$ cat src/rtl/mem_req_queue_pkg.sv
// Shared types for the memory request queue: FSM states, request direction
// constants and the default FIFO entry layout.
package mem_req_pkg;

  localparam int DEF_WIDTH      = 16;
  localparam int DEF_ADDR_WIDTH = 4;

  localparam logic WR = 1'b1;
  localparam logic RD = 1'b0;

  typedef enum logic [1:0] {
    IDLE,
    ISSUE,
    RD_WAIT
  } state_t;

  typedef struct packed {
    logic                      wr_rd;
    logic [DEF_ADDR_WIDTH-1:0] addr;
    logic [DEF_WIDTH-1:0]      wr_data;
  } req_t;

endpackage

$ cat src/rtl/mem_req_if.sv
// Producer, memory and response signals of the request queue, bundled with
// a slave view (the queue) and a master view (producer plus memory side).
interface mem_req_if #(
  parameter int WIDTH      = 16,
  parameter int ADDR_WIDTH = 4,
  parameter int Q_DEPTH    = 4
);
  localparam int CW = $clog2(Q_DEPTH) + 1;

  // Valid/ready: a transfer happens on a rising edge where valid and ready are
  // both 1; once valid is raised its payload holds until that edge.
  logic                  req_valid_i;
  logic                  req_ready_o;
  logic                  req_wr_rd_i;
  logic [ADDR_WIDTH-1:0] req_addr_i;
  logic [WIDTH-1:0]      req_wr_data_i;

  logic                  mem_valid_o;
  logic                  mem_ready_i;
  logic                  mem_wr_rd_o;
  logic [ADDR_WIDTH-1:0] mem_addr_o;
  logic [WIDTH-1:0]      mem_wr_data_o;
  logic [WIDTH-1:0]      mem_rd_data_i;

  logic                  rsp_valid_o;
  logic [ADDR_WIDTH-1:0] rsp_addr_o;
  logic [WIDTH-1:0]      rsp_data_o;
  logic [CW-1:0]         count_o;

  modport slave (
    input  req_valid_i, req_wr_rd_i, req_addr_i, req_wr_data_i,
    input  mem_ready_i, mem_rd_data_i,
    output req_ready_o, mem_valid_o, mem_wr_rd_o, mem_addr_o, mem_wr_data_o,
    output rsp_valid_o, rsp_addr_o, rsp_data_o, count_o
  );

  modport master (
    output req_valid_i, req_wr_rd_i, req_addr_i, req_wr_data_i,
    output mem_ready_i, mem_rd_data_i,
    input  req_ready_o, mem_valid_o, mem_wr_rd_o, mem_addr_o, mem_wr_data_o,
    input  rsp_valid_o, rsp_addr_o, rsp_data_o, count_o
  );

endinterface

$ cat src/rtl/mem_req_queue_fifo.sv
// In-order request FIFO with occupancy count; head entry is read
// combinationally, pushes are refused while full even if a pop coincides.
module mem_req_fifo
  import mem_req_pkg::*;
#(
  parameter type entry_t = req_t,
  parameter int  DEPTH   = 4
) (
  input  logic                   clk,
  input  logic                   rst,
  input  logic                   push,
  input  entry_t                 din,
  input  logic                   pop,
  output entry_t                 head,
  output logic [$clog2(DEPTH):0] count,
  output logic                   full,
  output logic                   empty
);
  localparam int PW = $clog2(DEPTH);
  localparam int CW = PW + 1;

  entry_t        mem [DEPTH];
  logic [PW-1:0] wr_ptr;
  logic [PW-1:0] rd_ptr;
  logic          do_push;
  logic          do_pop;

  assign full    = (count == CW'(DEPTH));
  assign empty   = (count == '0);
  assign do_push = push && !full;
  assign do_pop  = pop && !empty;
  assign head    = mem[rd_ptr];

  // DEPTH is a power of two, so pointer overflow is the modulo wrap.
  always_ff @(posedge clk or negedge rst) begin
    if (!rst) begin
      wr_ptr <= '0;
      rd_ptr <= '0;
      count  <= '0;
    end else begin
      if (do_push) wr_ptr <= wr_ptr + 1'b1;
      if (do_pop)  rd_ptr <= rd_ptr + 1'b1;
      if (do_push && !do_pop)      count <= count + CW'(1);
      else if (do_pop && !do_push) count <= count - CW'(1);
    end
  end

  always_ff @(posedge clk) begin
    if (do_push) mem[wr_ptr] <= din;
  end

endmodule

$ cat src/rtl/mem_req_queue.sv
// Request queue in front of the mem block: buffers producer requests, issues
// them in order and returns read data as a one-cycle response pulse.
// Optional MEM_REQ_QUEUE_STATS_EN adds saturating write/read pop counters.
module mem_req_queue
  import mem_req_pkg::*;
#(
  parameter int WIDTH      = 16,
  parameter int ADDR_WIDTH = 4,
  parameter int Q_DEPTH    = 4
) (
  input  logic        clk,
  input  logic        rst,
  mem_req_if.slave    bus,
  output state_t      fsm_state
`ifdef MEM_REQ_QUEUE_STATS_EN
  ,
  output logic [15:0] wr_cnt_o,
  output logic [15:0] rd_cnt_o
`endif
);
  localparam int CW = $clog2(Q_DEPTH) + 1;

  // Same layout as req_t, sized to this instance's widths.
  typedef struct packed {
    logic                  wr_rd;
    logic [ADDR_WIDTH-1:0] addr;
    logic [WIDTH-1:0]      wr_data;
  } entry_t;

  entry_t                din;
  entry_t                head;
  logic [CW-1:0]         count;
  logic                  full;
  logic                  empty;
  logic                  push_fire;
  logic                  mem_fire;
  logic                  mem_valid;
  logic                  rd_pop;
  state_t                state_q;
  state_t                state_d;
  logic                  rsp_valid_q;
  logic [ADDR_WIDTH-1:0] rsp_addr_q;
  logic [WIDTH-1:0]      rsp_data_q;

  assign din.wr_rd   = bus.req_wr_rd_i;
  assign din.addr    = bus.req_addr_i;
  assign din.wr_data = bus.req_wr_data_i;
  assign push_fire   = bus.req_valid_i && !full;
  assign mem_fire    = mem_valid && bus.mem_ready_i;

  mem_req_fifo #(
    .entry_t (entry_t),
    .DEPTH   (Q_DEPTH)
  ) u_fifo (
    .clk   (clk),
    .rst   (rst),
    .push  (bus.req_valid_i),
    .din   (din),
    .pop   (mem_fire),
    .head  (head),
    .count (count),
    .full  (full),
    .empty (empty)
  );

  always_ff @(posedge clk or negedge rst) begin
    if (!rst) state_q <= IDLE;
    else      state_q <= state_d;
  end

  always_comb begin
    state_d   = state_q;
    mem_valid = 1'b0;
    rd_pop    = 1'b0;
    case (state_q)
      IDLE: begin
        if (!empty) state_d = ISSUE;
      end
      ISSUE: begin
        mem_valid = 1'b1;
        if (bus.mem_ready_i) begin
          if (head.wr_rd == RD) begin
            rd_pop  = 1'b1;
            state_d = RD_WAIT;
          end else if (count > CW'(1) || push_fire) begin
            state_d = ISSUE;
          end else begin
            state_d = IDLE;
          end
        end
      end
      RD_WAIT: begin
        state_d = empty ? IDLE : ISSUE;
      end
      default: state_d = IDLE;
    endcase
  end

  // Read data is valid during RD_WAIT; it is registered into the response.
  always_ff @(posedge clk or negedge rst) begin
    if (!rst) begin
      rsp_valid_q <= 1'b0;
      rsp_addr_q  <= '0;
      rsp_data_q  <= '0;
    end else begin
      rsp_valid_q <= (state_q == RD_WAIT);
      if (rd_pop)              rsp_addr_q <= head.addr;
      if (state_q == RD_WAIT)  rsp_data_q <= bus.mem_rd_data_i;
    end
  end

  assign bus.req_ready_o   = !full;
  assign bus.count_o       = count;
  assign bus.mem_valid_o   = mem_valid;
  assign bus.mem_wr_rd_o   = mem_valid ? head.wr_rd : 1'b0;
  assign bus.mem_addr_o    = mem_valid ? head.addr : '0;
  assign bus.mem_wr_data_o = (mem_valid && head.wr_rd == WR) ? head.wr_data : '0;
  assign bus.rsp_valid_o   = rsp_valid_q;
  assign bus.rsp_addr_o    = rsp_addr_q;
  assign bus.rsp_data_o    = rsp_data_q;
  assign fsm_state         = state_q;

`ifdef MEM_REQ_QUEUE_STATS_EN
  always_ff @(posedge clk or negedge rst) begin
    if (!rst) begin
      wr_cnt_o <= '0;
      rd_cnt_o <= '0;
    end else if (mem_fire) begin
      if (head.wr_rd == WR) begin
        if (wr_cnt_o != 16'hFFFF) wr_cnt_o <= wr_cnt_o + 16'd1;
      end else begin
        if (rd_cnt_o != 16'hFFFF) rd_cnt_o <= rd_cnt_o + 16'd1;
      end
    end
  end
`endif

endmodule

$ cat src/flat_wrapper.sv
// flat-port wrapper written by rule: the top's interface ports become plain ports
module mem_req_queue_flat import mem_req_pkg::*;
#(
  parameter int WIDTH      = 16,
  parameter int ADDR_WIDTH = 4,
  parameter int Q_DEPTH    = 4
)
  (clk, rst, fsm_state, bus_req_valid_i, bus_req_wr_rd_i, bus_req_addr_i, bus_req_wr_data_i, bus_mem_ready_i, bus_mem_rd_data_i, bus_req_ready_o, bus_mem_valid_o, bus_mem_wr_rd_o, bus_mem_addr_o, bus_mem_wr_data_o, bus_rsp_valid_o, bus_rsp_addr_o, bus_rsp_data_o, bus_count_o);
  mem_req_if #(.WIDTH(WIDTH), .ADDR_WIDTH(ADDR_WIDTH), .Q_DEPTH(Q_DEPTH)) bus_i ();
  input  logic clk;
  input  logic rst;
  output state_t fsm_state;
  input wire logic [$bits(bus_i.req_valid_i)-1:0] bus_req_valid_i;
  input wire logic [$bits(bus_i.req_wr_rd_i)-1:0] bus_req_wr_rd_i;
  input wire logic [$bits(bus_i.req_addr_i)-1:0] bus_req_addr_i;
  input wire logic [$bits(bus_i.req_wr_data_i)-1:0] bus_req_wr_data_i;
  input wire logic [$bits(bus_i.mem_ready_i)-1:0] bus_mem_ready_i;
  input wire logic [$bits(bus_i.mem_rd_data_i)-1:0] bus_mem_rd_data_i;
  output wire logic [$bits(bus_i.req_ready_o)-1:0] bus_req_ready_o;
  output wire logic [$bits(bus_i.mem_valid_o)-1:0] bus_mem_valid_o;
  output wire logic [$bits(bus_i.mem_wr_rd_o)-1:0] bus_mem_wr_rd_o;
  output wire logic [$bits(bus_i.mem_addr_o)-1:0] bus_mem_addr_o;
  output wire logic [$bits(bus_i.mem_wr_data_o)-1:0] bus_mem_wr_data_o;
  output wire logic [$bits(bus_i.rsp_valid_o)-1:0] bus_rsp_valid_o;
  output wire logic [$bits(bus_i.rsp_addr_o)-1:0] bus_rsp_addr_o;
  output wire logic [$bits(bus_i.rsp_data_o)-1:0] bus_rsp_data_o;
  output wire logic [$bits(bus_i.count_o)-1:0] bus_count_o;
  assign bus_i.req_valid_i = bus_req_valid_i;
  assign bus_i.req_wr_rd_i = bus_req_wr_rd_i;
  assign bus_i.req_addr_i = bus_req_addr_i;
  assign bus_i.req_wr_data_i = bus_req_wr_data_i;
  assign bus_i.mem_ready_i = bus_mem_ready_i;
  assign bus_i.mem_rd_data_i = bus_mem_rd_data_i;
  assign bus_req_ready_o = bus_i.req_ready_o;
  assign bus_mem_valid_o = bus_i.mem_valid_o;
  assign bus_mem_wr_rd_o = bus_i.mem_wr_rd_o;
  assign bus_mem_addr_o = bus_i.mem_addr_o;
  assign bus_mem_wr_data_o = bus_i.mem_wr_data_o;
  assign bus_rsp_valid_o = bus_i.rsp_valid_o;
  assign bus_rsp_addr_o = bus_i.rsp_addr_o;
  assign bus_rsp_data_o = bus_i.rsp_data_o;
  assign bus_count_o = bus_i.count_o;
  mem_req_queue #(.WIDTH(WIDTH), .ADDR_WIDTH(ADDR_WIDTH), .Q_DEPTH(Q_DEPTH)) u_core (.clk(clk), .rst(rst), .bus(bus_i), .fsm_state(fsm_state));
endmodule
$ cat config.mk
export PLATFORM = sky130hd
export DESIGN_NAME = mem_req_queue_flat
export DESIGN_NICKNAME = d
export VERILOG_FILES = /design/src/rtl/mem_req_queue_pkg.sv /design/src/rtl/mem_req_if.sv /design/src/rtl/mem_req_queue_fifo.sv /design/src/rtl/mem_req_queue.sv /design/src/flat_wrapper.sv
export SDC_FILE = /design/constraint.sdc
export NUM_CORES = 1
export LEC_CHECK = 0
export ABC_CLOCK_PERIOD_IN_PS = 3500
export CAP_MARGIN = 15
export CORE_UTILIZATION = 55
export DETAILED_ROUTE_END_ITERATION = 10
export PLACE_DENSITY_LB_ADDON = 0.2
export SETUP_SLACK_MARGIN = 0.4
export SKIP_CTS_REPAIR_TIMING = 1
export SLEW_MARGIN = 15
export SYNTH_ARGS = -nofsm -noshare
export SYNTH_HDL_FRONTEND = slang
export SYNTH_HIERARCHICAL = 1
export SYNTH_SLANG_ARGS = --single-unit
$ cat constraint.sdc
create_clock -name clk -period 3.5 [get_ports clk]
set_input_delay 0.7 -clock clk [delete_from_list [all_inputs] [get_ports clk]]
set_output_delay 0.7 -clock clk [all_outputs]
set_load 0.01 [all_outputs]
Yosys cells after proc, flatten, opt, wreduce, memory -nomap -nowiden. Memory sizes are Yosys's and may differ from the RTL's. Index checks and enable logic that the tools add are counted.

Add/sub/neg operators: 4. Order comparisons: 1. Equality and inequality tests: 5. Multiplexer cells: 17. Reduce and logical (&&, ||, !) cells: 15.

Operators with widths (number): 16-bit two-way mux (1); 1-bit two-way mux (9); 1-bit logical AND (6); 2-bit two-way mux (3); 3-bit two-way mux (2); 2-bit case mux with 3 select lines (1); 2-bit by 1-bit adder with 2-bit output, second input constant (2); 1-bit logical NOT (4); 4-bit two-way mux (1); 2-bit != test, second input constant (2); 3-bit by 1-bit adder with 3-bit output, second input constant (1); 3-bit == test, second input constant (1); 3-bit by 1-bit > comparator with 1-bit output, second input constant (1); 3-bit logical NOT (1); 3-bit by 1-bit subtractor with 3-bit output, second input constant (1); 2-bit by 1-bit == test with 1-bit output, second input constant (1); 2-bit == test, second input constant (1); 2-bit logical NOT (1); 2-bit AND reduction (1); 2-bit nonzero test (1); 1-bit logical OR (1).

Flip-flop bits (word level): 30. Memory bits (writable): 84. Input bits: 41. Memories: 1.

Memory list: u_core.u_fifo.mem (depth 4, bits a word 21, read ports 1, clocked after Yosys merged registers in 0, wr ports 1, RTL line mem_req_queue_fifo.sv:22) `entry_t mem [DEPTH];`.

Longest topological paths before layout.
Depth in word-level cells: 8. Mapped depth: 10. Mapped depth without buffers: 9.

Cells and area by module. The synthesis kept the hierarchy.

By module, submodules not included: mem_req_fifo (instances 1, cells an instance 146, area each 3464.6 µm², seq. area each 2697.6 µm²); mem_req_queue (instances 1, cells an instance 79, area each 1093.5 µm², seq. area each 575.6 µm²).

Worst setup path before layout. No wires, ideal clock.

Kind: flip-flop to flip-flop. Start point: reg u_core.state_q[0], in the netlist u_core/fsm_state[0]. End point: reg u_core.u_fifo.count[1]. Library setup time: 0.125 ns. Data arrival time: 1.928 ns. Path slack: 1.447 ns. Stages on the path, launching flop included: 9. Clock period less this slack: 2.053 ns. Cells stage by stage: dfrtp_1 -> nor2b_4 -> buf_2 -> and2_1 -> nand2_1 -> ha_1 -> inv_1 -> fa_1 -> mux2_2.

Cells in the longest elaborated chain, start to end: 7.

RTL lines: from (decl) (RTL line mem_req_queue.sv:39) `state_t state_q;`; from (signal assigned) (RTL line mem_req_queue.sv:68) `else state_q <= state_d;`; 2-bit by 1-bit == test with 1-bit output (*) (RTL line mem_req_queue.sv:75) `case (state_q)`; 1-bit two-way mux (*) (RTL line mem_req_queue.sv:75); named net bus_mem_valid_o (RTL line flat_wrapper.sv:20) `output wire logic [$bits(bus_i.mem_valid_o)-1:0] bus_mem_valid_o;`; 1-bit logical AND (*) (RTL line mem_req_queue.sv:49) `assign mem_fire = mem_valid && bus.mem_ready_i;`; named net u_core.mem_fire (RTL line mem_req_queue.sv:36) `logic mem_fire;`; 1-bit logical AND (*) (RTL line mem_req_queue_fifo.sv:31) `assign do_pop = pop && !empty;`; 1-bit logical NOT (RTL line mem_req_queue_fifo.sv:43) `if (do_push && !do_pop) count <= count + CW'(1);`; 1-bit logical AND (RTL line mem_req_queue_fifo.sv:43); 3-bit two-way mux or 2-bit nonzero test (tied branches); to (signal assigned) (RTL line mem_req_queue_fifo.sv:43); to (signal assigned) (RTL line mem_req_queue_fifo.sv:44) `else if (do_pop && !do_push) count <= count - CW'(1);`; to (decl) (RTL line mem_req_queue_fifo.sv:15) `output logic [$clog2(DEPTH):0] count,`.

Mark *: on every way through the listed nets, which the timed path passes. The rest lies on a longest branch. A chain may end at the register's enable or synchronous reset.

==> run summary <==
status - completed
Core ar. - 7888 sq um
Routed wire per std cell - 21.38 um
Leak - 2.490 nW
Via density - 5.576
DRC viols - 0
synth warn - 6
TritonRoute pass-1 iters - 4
synthesized instance count - 225
# rows - 32
Slew @ Worst Pin - 1.026 ns
gr usage total - 22.82%
CTS tree - built
total power per unit cell area - 949.8 nW/um^2
Final ANT Viol Nets - 0
die area - 8656 sq um
Skew-Pair Late Insertion Delay - 0.50 ns
max-slew violations - 0
proportion of layout cells with a drive suffix above 1 - 27.09%
most common flop cell mapped by yosys - edfxtp_1
Area Overhead vs Synth - 39.50%
Worst-path clk slew - 0.06 ns
CTS max path bufs - 2
CP max-delay cell - mux4_2
FFs w/ async S/R, synth - 26.32%
Max stage delay on crit path - 0.50 ns
H-tree levels - 4
die height - 93.04 um
fmax - 0.3238 GHz
final wirelength - 9.834 mm
WS Path Type - reg2out
vias - 2565
Routability Congestion - 0.7305
buffers added on ports - 89
Worst Path Buf+Inv - 3
FF+latch count, synth - 114
relative slew slack - 31.28%
Final Power - 6.039 mW
Min-Delay Path Class - reg2reg
Layout Nets - 392
Final Core Density - 80.62%
sequential-to-total area share from yosys stat - 71.81%
VDD IR-drop max - 639.0 uV
clock root buffer - clkbuf_8
crit start category - flip-flop
antenna violations before repair - 0
syn nets - 272
syn avg cell area - 20.26 sq um
Unique masters post-synth - 28
final hold violation count - 0
largest net degree at the start of global routing - 31
Inserted Diodes - 0
Synth Area in Compound Gates - 0.3568%
Die W - 93.04 um
XOR/XNOR Fraction of Synth Area - 1.153%
Tmin final - 3.088 ns
GRT overflow - 0
Synth Area in Adders - 1.812%
main combinational cell family by area after synthesis - multiplexers
setup violators final - 0
clock skew - 0.007678 ns
chain of cells forming the critical path - buf_12 > clkbuf_16 > mux4_2 > and3_1 > clkdlybuf4s50_1
initial core utilization - 57.79%
vias in the first global route - 2587
Max FO, Critical Path - 5
Syn Std Cell Area - 4558 sq um
DRT iter0 DRCs - 149
Post-synth EDFFs - 84
Post-DP HPWL - 5.416 mm
MaxCap Viol Count - 0
mux cell area share after synthesis - 16.96%
global-route wire length before repair - 13.92 mm
Top delay family on crit path - buffers and inverters
I/O pin count - 90
Synth Area in Simple Gates - 5.106%
crit path capture type - primary output
worst endpoint data arrival time - 2.39 ns
clk sinks - 114
Final TNS setup - 0 ns
RSZ-0062 raised after global routing - true
setup slack, reg-to-reg - 1.11 ns
CTS Buf Count - 17
Tcrit/Tclk final - 88.23%
Worst EP required - 2.80 ns
most frequent cells in the layout - 84 x clkdlybuf4s50_1, 84 x edfxtp_1, 28 x dfrtp_1, 24 x mux4_2, 17 x clkbuf_16
## cell type report
cell class,instances,area (sq um)
tap,102,127.6
sequential,114,3276
clock buffer,17,414.1
timing repair buffer,110,1129
inverter,6,22.52
fill,418,1529
clock inverter,15,162.7
multi-input combinational,96,1227
## flip-flops by register name, summed over array words and instances (netlist names)
| name | cells |
|---|---|
| u_core/u_fifo/count | 3 |
| u_core/u_fifo/wr_ptr | 2 |
| u_core/u_fifo/rd_ptr | 2 |
| u_core/u_fifo/mem | 84 |
| u_core/bus.rsp_data_o | 16 |
| u_core/fsm_state | 2 |
| u_core/bus.rsp_addr_o | 4 |
| u_core/bus.rsp_valid_o | 1 |
## worst reg2reg max path, cell delays in order, from the launching register on
cell	delay, ns
dfrtp_1	0.41
nor2b_4	0.57
and2_1	0.25
nand2_1	0.10
ha_1	0.22
inv_1	0.07
fa_1	0.40
mux2_2	0.27
## stage by stage
stage          instances  worst slack [ns]  area, sq um  hold slack [ns]
2_1_floorplan        225             1.447         4558           0.4044
3_3_place_gp         413            0.7317         5542           0.4684
3_5_place_dp         413            0.6220         5542           0.4785
4_1_cts              445            0.2005         6118           0.4924
5_1_grt              460            0.3460         6359           0.5055
6_report             460            0.4121         6359           0.4923
## cells in the mapped netlist (3+ instances only)
master | n | area share (%)
and3_1 | 16 | 2.2
mux2_4 | 14 | 4.6
inv_1 | 6 | 0.49
buf_6 | 6 | 1.5
buf_2 | 3 | 0.33
mux2_1 | 7 | 1.7
xnor2_1 | 4 | 0.77
edfxtp_1 | 84 | 55
mux4_2 | 21 | 10
dfrtp_1 | 30 | 16
ha_1 | 5 | 1.4
and2_1 | 9 | 1.2
## layer usage
| metal | part of all wire [%] | vias up | track usage [%] |
|---|---|---|---|
| met4 | 1.4 | 0 | 8.590 |
| met5 | 0 | - | 0 |
| met2 | 51 | 120 | 36.15 |
| li1 | - | 1134 | - |
| met3 | 6.5 | 10 | 7.724 |
| met1 | 41 | 1301 | 29.51 |
## cells by family after synthesis
family / after synthesis
xor gates and xnor gates: 6
buffers and inverters: 18
adders and majority gates: 6
AOI/OAI and AO/OA: 2
DFF: 114
muxes: 43
and+or+nand+nor: 36
## final timing paths
kind,from,end,depth (start not counted)
min,u_core/bus.rsp_data_o[9]$_DFFE_PN0P_,u_core/bus.rsp_data_o[9]$_DFFE_PN0P_,1
max in group asynchronous,rst,u_core/u_fifo/rd_ptr[0]$_DFFE_PN0P_,2
max reg2reg,u_core/fsm_state[0]$_DFFE_PN0P_,u_core/u_fifo/count[1]$_DFFE_PN0P_,7
min reg2reg,u_core/bus.rsp_data_o[9]$_DFFE_PN0P_,u_core/bus.rsp_data_o[9]$_DFFE_PN0P_,1
min in group asynchronous,rst,u_core/u_fifo/count[1]$_DFFE_PN0P_,2
max,u_core/u_fifo/rd_ptr[0]$_DFFE_PN0P_,bus_mem_wr_data_o[6],5
## report_power, final
group          internal [mW]  switching, mW  total [mW]
Clock                  0.980          0.684        1.66
Combinational           1.35          0.977        2.33
Sequential              1.85          0.196        2.05
(Power assumes the default switching activity.)
